`src/rtl/beta_irq_ctrl_pkg.sv`:
```
// beta_irq_pkg: shared types and register map constants for the Beta interrupt controller.
package beta_irq_pkg;
    typedef enum logic [1:0] {IDLE = 2'd0, ASSERT = 2'd1, SERVICE = 2'd2} irq_state_t;
    localparam logic [1:0] OFF_PEND = 2'd0;
    localparam logic [1:0] OFF_MASK = 2'd1;
    localparam logic [1:0] OFF_CLR = 2'd2;
    localparam logic [1:0] OFF_EOI = 2'd3;
    localparam logic [31:0] ID_NONE = 32'hFFFF_FFFF;
endpackage

```
`src/rtl/beta_irq_ctrl_if.sv`:
```
// beta_irq_ctrl_if: Beta data-bus slice seen by the interrupt controller.
interface beta_irq_ctrl_if;
    logic [31:0] memAddr;
    logic [31:0] memWriteData;
    logic [31:0] irqReadData;
    logic MemWrite;
    logic MemRead;
    logic irqHit;
    modport master(output memAddr, memWriteData, MemWrite, MemRead, input irqReadData, irqHit);
    modport slave(input memAddr, memWriteData, MemWrite, MemRead, output irqReadData, irqHit);
endinterface

```
`src/rtl/beta_irq_ctrl_prio_enc.sv`:
```
// irq_prio_enc: lowest-numbered active source wins; ID_NONE when nothing is active.
import beta_irq_pkg::*;
module irq_prio_enc #(
    parameter int NSRC = 8
) (
    input  logic [NSRC-1:0] active_i,
    output logic [31:0]     id_o,
    output logic            valid_o
);
    assign valid_o = |active_i;
    always_comb begin
        id_o = ID_NONE;
        for (int i = NSRC - 1; i >= 0; i--)
            if (active_i[i]) id_o = 32'(i);
    end
endmodule

```
`src/rtl/beta_irq_ctrl.sv`:
```
// beta_irq_ctrl: edge-latched, maskable interrupt controller with IDLE/ASSERT/SERVICE handshake.
import beta_irq_pkg::*;
module beta_irq_ctrl #(
    parameter int          NSRC       = 8,
    parameter logic [31:0] BASE       = 32'hFFFF_0000,
    parameter logic [31:0] IRQ_VECTOR = 32'h8000_0008
) (
    input  logic            clk,
    input  logic            reset,
    input  logic [NSRC-1:0] src,
    input  logic [31:0]     ia,
    beta_irq_ctrl_if.slave  bus,
    output logic            irq
);
    localparam logic [1:0] ST_IDLE = IDLE;
    localparam logic [1:0] ST_ASSERT = ASSERT;
    localparam logic [1:0] ST_SERVICE = SERVICE;
    logic [NSRC-1:0] src_prev_q, pending_q, pending_d, mask_q, mask_d, active, wbits;
    logic [1:0]      state_q, state_d, off;
    logic [31:0]     id;
    logic            valid, wr, eoi;
    assign bus.irqHit = bus.memAddr[31:4] == BASE[31:4];
    assign off = bus.memAddr[3:2];
    assign wr = bus.irqHit && bus.MemWrite;
    assign wbits = bus.memWriteData[NSRC-1:0];
    assign eoi = wr && off == OFF_EOI;
    assign active = pending_q & mask_q;
    assign irq = state_q == ST_ASSERT;
    irq_prio_enc #(.NSRC(NSRC)) u_prio (
        .active_i(active),
        .id_o    (id),
        .valid_o (valid)
    );
    assign bus.irqReadData = !(bus.irqHit && bus.MemRead) ? '0 :
                             off == OFF_PEND ? 32'(pending_q) :
                             off == OFF_MASK ? 32'(mask_q) :
                             off == OFF_EOI  ? id : '0;
    always_comb begin
        // a new rise is OR-ed in after the clear so it beats a same-cycle CLR
        pending_d = (pending_q & ~((wr && off == OFF_CLR) ? wbits : '0)) | (src & ~src_prev_q);
        mask_d = (wr && off == OFF_MASK) ? wbits : mask_q;
        case (state_q)
            ST_IDLE:    state_d = valid ? ST_ASSERT : ST_IDLE;
            ST_ASSERT:  state_d = ia == IRQ_VECTOR ? ST_SERVICE : valid ? ST_ASSERT : ST_IDLE;
            ST_SERVICE: state_d = eoi ? ST_IDLE : ST_SERVICE;
            default:    state_d = ST_IDLE;
        endcase
    end
    always_ff @(posedge clk) src_prev_q <= src;
    always_ff @(posedge clk) begin
        if (reset) begin
            pending_q <= '0;
            mask_q <= '0;
            state_q <= ST_IDLE;
        end else begin
            pending_q <= pending_d;
            mask_q <= mask_d;
            state_q <= state_d;
        end
    end
endmodule

```
`src/flat_wrapper.sv`:
```
// flat-port wrapper written by rule: the top's interface ports become plain ports
module beta_irq_ctrl_flat 
#(
    parameter int          NSRC       = 8,
    parameter logic [31:0] BASE       = 32'hFFFF_0000,
    parameter logic [31:0] IRQ_VECTOR = 32'h8000_0008
)
  (clk, reset, src, ia, irq, bus_memAddr, bus_memWriteData, bus_MemWrite, bus_MemRead, bus_irqReadData, bus_irqHit);
  beta_irq_ctrl_if bus_i ();
  input  logic clk;
  input  logic reset;
  input  logic [NSRC-1:0] src;
  input  logic [31:0] ia;
  output logic irq;
  input wire logic [$bits(bus_i.memAddr)-1:0] bus_memAddr;
  input wire logic [$bits(bus_i.memWriteData)-1:0] bus_memWriteData;
  input wire logic [$bits(bus_i.MemWrite)-1:0] bus_MemWrite;
  input wire logic [$bits(bus_i.MemRead)-1:0] bus_MemRead;
  output wire logic [$bits(bus_i.irqReadData)-1:0] bus_irqReadData;
  output wire logic [$bits(bus_i.irqHit)-1:0] bus_irqHit;
  assign bus_i.memAddr = bus_memAddr;
  assign bus_i.memWriteData = bus_memWriteData;
  assign bus_i.MemWrite = bus_MemWrite;
  assign bus_i.MemRead = bus_MemRead;
  assign bus_irqReadData = bus_i.irqReadData;
  assign bus_irqHit = bus_i.irqHit;
  beta_irq_ctrl #(.NSRC(NSRC), .BASE(BASE), .IRQ_VECTOR(IRQ_VECTOR)) u_core (.clk(clk), .reset(reset), .src(src), .ia(ia), .bus(bus_i), .irq(irq));
endmodule
```
`config.mk`:
```
export PLATFORM = sky130hd
export DESIGN_NAME = beta_irq_ctrl_flat
export DESIGN_NICKNAME = d
export VERILOG_FILES = /design/src/rtl/beta_irq_ctrl_pkg.sv /design/src/rtl/beta_irq_ctrl_if.sv /design/src/rtl/beta_irq_ctrl_prio_enc.sv /design/src/rtl/beta_irq_ctrl.sv /design/src/flat_wrapper.sv
export SDC_FILE = /design/constraint.sdc
export NUM_CORES = 1
export LEC_CHECK = 0
export ABC_AREA = 1
export BUFFER_PORTS_ARGS = -buffer_cell sky130_fd_sc_hd__buf_4
export CORE_MARGIN = 2
export CORE_UTILIZATION = 38
export CTS_BUF_LIST = sky130_fd_sc_hd__clkbuf_2 sky130_fd_sc_hd__clkbuf_4 sky130_fd_sc_hd__clkbuf_8
export DETAILED_ROUTE_END_ITERATION = 10
export GPL_TIMING_DRIVEN = 0
export PLACE_DENSITY = 0.84
export SYNTH_ARGS = -nofsm -noshare
export SYNTH_HDL_FRONTEND = slang
export SYNTH_SLANG_ARGS = --single-unit
```
`constraint.sdc`:
```
create_clock -name clk -period 3.86 [get_ports clk]
set_input_delay 0.772 -clock clk [delete_from_list [all_inputs] [get_ports clk]]
set_output_delay 0.772 -clock clk [all_outputs]
set_load 0.1 [all_outputs]
```
==> impl_results.md, run 1 <==
- Register area share after synthesis: 0.337
- Routability Congestion: 0.838
- Die area: 4590 µm²
- Mapped Area: 1550 µm²
- Top cells by area, synth: dfxtp_1 (34%), nand2_1 (17%), buf_4 (11%)
- Area delta synth->final: 63.0%
- Core Area: 3940 µm²
- Cts repair resizes: 0
- Hold WC Path Type: reg2reg
- Commonest non-fill, non-tap cells in the layout: buf_4 (136), nand2_1 (72), nor2_1 (31), dfxtp_1 (26), a21oi_1 (18)
- Startpoint types: input pin
- Setup bufs post-CTS: 0
- Diode count: 0
- Synth top area share: 0.337
- Synth Instances: 232
- Total CTS buffers: 3
- Yosys synthesis warning count: 0
- GR Util All Layers: 0.205
- Peak supply drop: 0.238 mV
- Min Tclk post-route: 3.32 ns
- Most common cell after layout, fill and taps aside: buf_4
- Routed WL: 4.70 mm
- First-pass GRT wire length: 7.22 mm
- Skew final: 0.00993 ns
- Vias in the first global route: 1,738
- Via count: 1,881
- Largest net degree at the start of global routing: 25
- PortBufs: 113
- Synthesized flop and latch total: 26
- ANT nets after route: 0
- Slew margin rel.: 0.584
- Cell Pwr Density: 222 nW/µm²
- FILL cells: 371
- Final Non-Filler Cells: 399
- Post-route cell area: 2520 µm²
- FF+latch area: 520 µm²
- Final Total Pwr: 0.000559 W
- TritonCTS clock tree: built
- Row count: 23
- Netlist cell types: 25
- Hold Path Depth: 3
- Placed Area: 2460 µm²
- Worst setup path class: in2out
- CTS root buffer: clkbuf_8
- Setup TNS: 0 ns
- Hold Violations, Final: 0
- Max cap viols: 0
- Starting Density: 0.392
- Status: finished, final reports clean
- DP Wirelength: 3.71 mm
- Die Span Y: 67.8 µm
- IO Pins: 142
- Die Wd: 67.8 µm
- CP arrival: 2.55 ns
- Clk sinks: 26
- Clock latency on the worst-skew pair: 0.27 ns
- Maximum clock path buffer count: 2
- Max frequency: 301 MHz
- Detailed-route vias per instance: 4.71
- Average size of a mapped cell: 6.66 µm²
- Leakage power total: 1.28 nW
- Routed len/inst: 11.8 µm
- Crit share post-route: 0.861
- Initial antenna violation count: 0
- Clk slew on worst S/H paths: 0.09 ns
- Worst-Margin Slew: 0.622 ns
- Max Transition Viols Final: 0
- Max FO, Critical Path: 24
- Dpl cells: 395
- Final Setup Violations: 0
- Share of cells above drive strength 1: 0.436
- Worst setup EP type: primary output
- Leading area contributor after synthesis: dfxtp_1
- CP required: 3.09 ns
- Syn_nets: 340
- H-tree lvl count: 1
- CTS Hold Bufs: 0
- Worst hold slack: 0.486 ns
- Remaining DRCs: 0
- DRT Pass-1 Iters: 4
- Final net count: 458
- Iter 0 DRT Violations: 55
- Multi-input gate area: 767 µm²
- Unrepaired setup endpoints after global routing: no
- Grt ovf: 0
- Reg2Reg Depth: 6
## cells in the mapped netlist (all sizes together)
library cell   n
a22o           1
a21boi         1
nand3b         2
clkbuf         2
nand2         74
o21ai          1
a31oi          8
nor3           1
a21oi         18
clkinv         1
a221oi         1
nor2          36
inv           16
dfxtp         26
nand3          5
a211oi         1
nand4         13
buf           25
## cell families (layout without fill, tap and decap cells)
logic type / after synthesis / count (layout) / share of synthesized area
buffers and inverters: 44 / 161 / 0.172
flip-flops: 26 / 26 / 0.337
AO/OA/AOI/OAI: 31 / 31 / 0.118
AND/OR/NAND/NOR: 131 / 131 / 0.373
## worst max-delay path: stages
cell and delay [ns]:
buf_4 0.11, nor2_1 0.10, nand2_1 0.08, nor2_2 0.11, nand2_2 0.07, nor2_4 0.15, buf_6 0.18, nand2_4 0.10
nor2_4 0.41, buf_4 0.19, buf_4 0.28
## where the power goes
| group | switching, W | internal (W) | leakage (nW) |
|---|---|---|---|
| Sequential | 0.00000642 | 0.000278 | 0.214 |
| Combinational | 0.0000371 | 0.0000620 | 1.03 |
| Clock | 0.0000841 | 0.0000912 | 0.0288 |
| Total | 0.000128 | 0.000431 | 1.28 |
## flip-flops by register name, indices dropped and copies added (netlist names)
signal,count
u_core.mask_q,8
u_core.pending_q,8
u_core.src_prev_q,8
u_core.state_q,2
## area by class of cell
cell class	instances	share of cell area
inverters	17	0.0273
multi-input cells	162	0.305
flip-flops and latches	26	0.207
plain buffers	27	0.0780
repair buffers	113	0.337
clock buffers	4	0.0219
well taps	50	0.0248
## stage by stage
step	worst slack, ns	utilization
CTS	0.504	0.639
finish	0.536	0.639
global route	0.380	0.639
global placement	0.556	0.625
floorplan	-0.0821	-
detailed placement	0.507	0.625
## path summary, 6_finish.rpt
path	slack (ns)	end	startpoint
setup / recovery	0.54	bus_irqReadData[14]	bus_memAddr[11]
hold / removal	0.49	u_core.pending_q[0]$_SDFF_PP0_	u_core.src_prev_q[0]$_DFF_P_
setup reg to reg	2.79	u_core.state_q[0]$_SDFF_PP0_	u_core.pending_q[1]$_SDFF_PP0_
hold reg to reg	0.49	u_core.pending_q[0]$_SDFF_PP0_	u_core.src_prev_q[0]$_DFF_P_
## per-layer routing
| metal | GRT usage | wire length [µm] |
|---|---|---|
| met1 | 0.227 | 1750 |
| met2 | 0.392 | 2350 |
| met3 | 0.0417 | 572 |
| met4 | 0.0575 | 30 |
| met5 | 0 | 0 |
No activity file was read; power rests on OpenSTA's default activity.
==> run 2, diff against run 1 <==
GPL_TIMING_DRIVEN = unset   (was 0)
==> run 2 against run 1 <==
Compared with the run above:
- cell area fell by 7.5%
- first-iteration DRC count rose by 3.6%
- register-to-register slack improved by 0.02 ns
- clock skew fell by 0.0088 ns
- clock power fell by 16%
- power fell by 5.1%
- sequential power barely moved
- die area did not move
- critical path depth fell by 2
==> impl_results.md, run 2 (synthesis gave the netlist of run 1 again) <==
- Total CTS buffers: 3 (unchanged)
- PortBufs: 115 (+1.8%)
- Initial antenna violation count: 0 (unchanged)
- Diode count: 0 (unchanged)
- Worst setup margin: 0.873 ns (+0.338 ns)
- Commonest non-fill, non-tap cells in the layout: buf_4 (116), nand2_1 (72), nor2_1 (31), dfxtp_1 (26), a21oi_1 (18)
- Die Span Y: 67.8 µm (unchanged)
- CTS root buffer: clkbuf_8
- Detailed-route vias per instance: 4.76 (+0.90%)
- Remaining DRCs: 0 (unchanged)
- Routed WL: 4.32 mm (-8.1%)
- Clk slew on worst S/H paths: 0.08 ns (about the same)
- Min Tclk post-route: 2.99 ns (-0.338 ns)
- Crit share post-route: 0.774 (-0.0875)
- Max FO, Critical Path: 24 (unchanged)
- Share of cells above drive strength 1: 0.398 (-0.0374)
- DP Wirelength: 3.46 mm (-6.7%)
- Vias in the first global route: 1,663 (-4.3%)
- TritonCTS clock tree: built
- Grt ovf: 0 (unchanged)
- IO Pins: 142 (unchanged)
- Via count: 1,779 (-5.4%)
- Iter 0 DRT Violations: 57 (+3.6%)
- Clk sinks: 26 (unchanged)
- Die area: 4590 µm² (unchanged)
- Setup TNS: 0 ns (unchanged)
- Status: finished, final reports clean
- Most common cell after layout, fill and taps aside: buf_4
- Peak supply drop: 0.178 mV (-25%)
- Slew margin rel.: 0.592 (+0.00778)
- Core Area: 3940 µm² (unchanged)
- Row count: 23 (unchanged)
- Maximum clock path buffer count: 2 (unchanged)
- Worst-Margin Slew: 0.610 ns (-0.0116 ns)
- Max Transition Viols Final: 0 (unchanged)
- Max frequency: 335 MHz (+11%)
- Clock latency on the worst-skew pair: 0.26 ns (about the same)
- Setup WS pre-CTS: 0.820 ns (+0.313 ns)
- Cts repair resizes: 0 (unchanged)
- Top flop regs: u_core.mask_q (8), u_core.pending_q (8), u_core.src_prev_q (8)
- CP required: 3.09 ns (about the same)
- Startpoint types: input pin
- Area delta synth->final: 50.9%
- Worst setup EP type: primary output
- Unrepaired setup endpoints after global routing: no
- Setup bufs post-CTS: 0 (unchanged)
- Die Wd: 67.8 µm (unchanged)
- Routed len/inst: 11.6 µm (-1.9%)
- CTS Hold Bufs: 0 (unchanged)
- Final Setup Violations: 0 (unchanged)
- Final net count: 434 (-5.2%)
- Skew final: 0.00114 ns (-0.00879 ns)
- FILL cells: 369 (-0.54%)
- Starting Density: 0.392 (unchanged)
- H-tree lvl count: 1 (unchanged)
- Hold Violations, Final: 0 (unchanged)
- Hold WC Path Type: reg2reg
- CP arrival: 2.21 ns (-0.34 ns)
- Routability Congestion: 0.868 (+3.6%)
- Worst setup path class: in2out
- First-pass GRT wire length: 6.84 mm (-5.2%)
- Cell Pwr Density: 228 nW/µm² (+2.5%)
- GR Util All Layers: 0.192 (-0.0136)
- Max cap viols: 0 (unchanged)
- DRT Pass-1 Iters: 4 (unchanged)
- Leakage power total: 1.15 nW (-10%)
- ANT nets after route: 0 (unchanged)
- Largest net degree at the start of global routing: 25 (unchanged)
==> run 2: cell types whose count changed in the layout (fill, tap and decap cells not counted) <==
cell	before	now
buf_4	136	116
buf_6	1	0
clkbuf_8	4	3
clkbuf_1	2	0
buf_2	1	0
==> run 2: routing by layer <==
metal / up-vias / GRT usage / wire length [µm]
met2: 83 / 0.373 / 2210
met5: - / 0 / 0
met1: 774 / 0.206 / 1620
li1: 920 / - / -
met4: 0 / 0.0575 / 8
met3: 2 / 0.0367 / 493
==> run 2: final timing paths <==
| check | from | end | slack [ns] | depth (start not counted) |
|---|---|---|---|---|
| setup / recovery | bus_memAddr[15] | bus_irqReadData[18] | 0.87 | 9 |
| hold / removal | u_core.src_prev_q[0]$_DFF_P_ | u_core.pending_q[0]$_SDFF_PP0_ | 0.48 | 3 |
| setup reg to reg | u_core.pending_q[1]$_SDFF_PP0_ | u_core.state_q[0]$_SDFF_PP0_ | 2.81 | 6 |
| hold reg to reg | u_core.src_prev_q[0]$_DFF_P_ | u_core.pending_q[0]$_SDFF_PP0_ | 0.48 | 3 |
==> run 2: report_power, final <==
part	switching [W]	internal (W)	leakage, nW	total, W
clock network	0.0000776	0.0000698	0.0216	0.000147
logic	0.0000360	0.0000626	0.910	0.0000986
registers	0.00000639	0.000278	0.214	0.000285
total	0.000120	0.000410	1.15	0.000530
==> run 2: layout make-up <==
type,count,area (µm²),area share
inverter,17,68.8,0.0295
clock buffer,3,41.3,0.0177
timing repair buffer,116,871,0.374
tap,50,62.6,0.0268
sequential,26,520,0.223
multi-input combinational,162,767,0.329
==> run 2: critical path, stage by stage <==
cell and delay [ns]:
buf_4 0.11, nor2_1 0.09, nand2_1 0.06, nor2_1 0.13, nand2_2 0.07, nor2_4 0.11
nand2_4 0.10, nor2_4 0.39, buf_4 0.38
==> run 2: metrics by stage <==
step | util | hold slack [ns] | total power [W] | instances | instance area [µm²]
3_5_place_dp | 0.581 | 0.473 | 0.000390 | 371 | 2290
2_1_floorplan | - | 0.452 | 0.000318 | 232 | 1550
4_1_cts | 0.591 | 0.486 | 0.000537 | 374 | 2330
6_report | 0.591 | 0.481 | 0.000530 | 374 | 2330
3_3_place_gp | 0.581 | 0.465 | 0.000387 | 371 | 2290
5_1_grt | 0.591 | 0.499 | 0.000558 | 374 | 2330
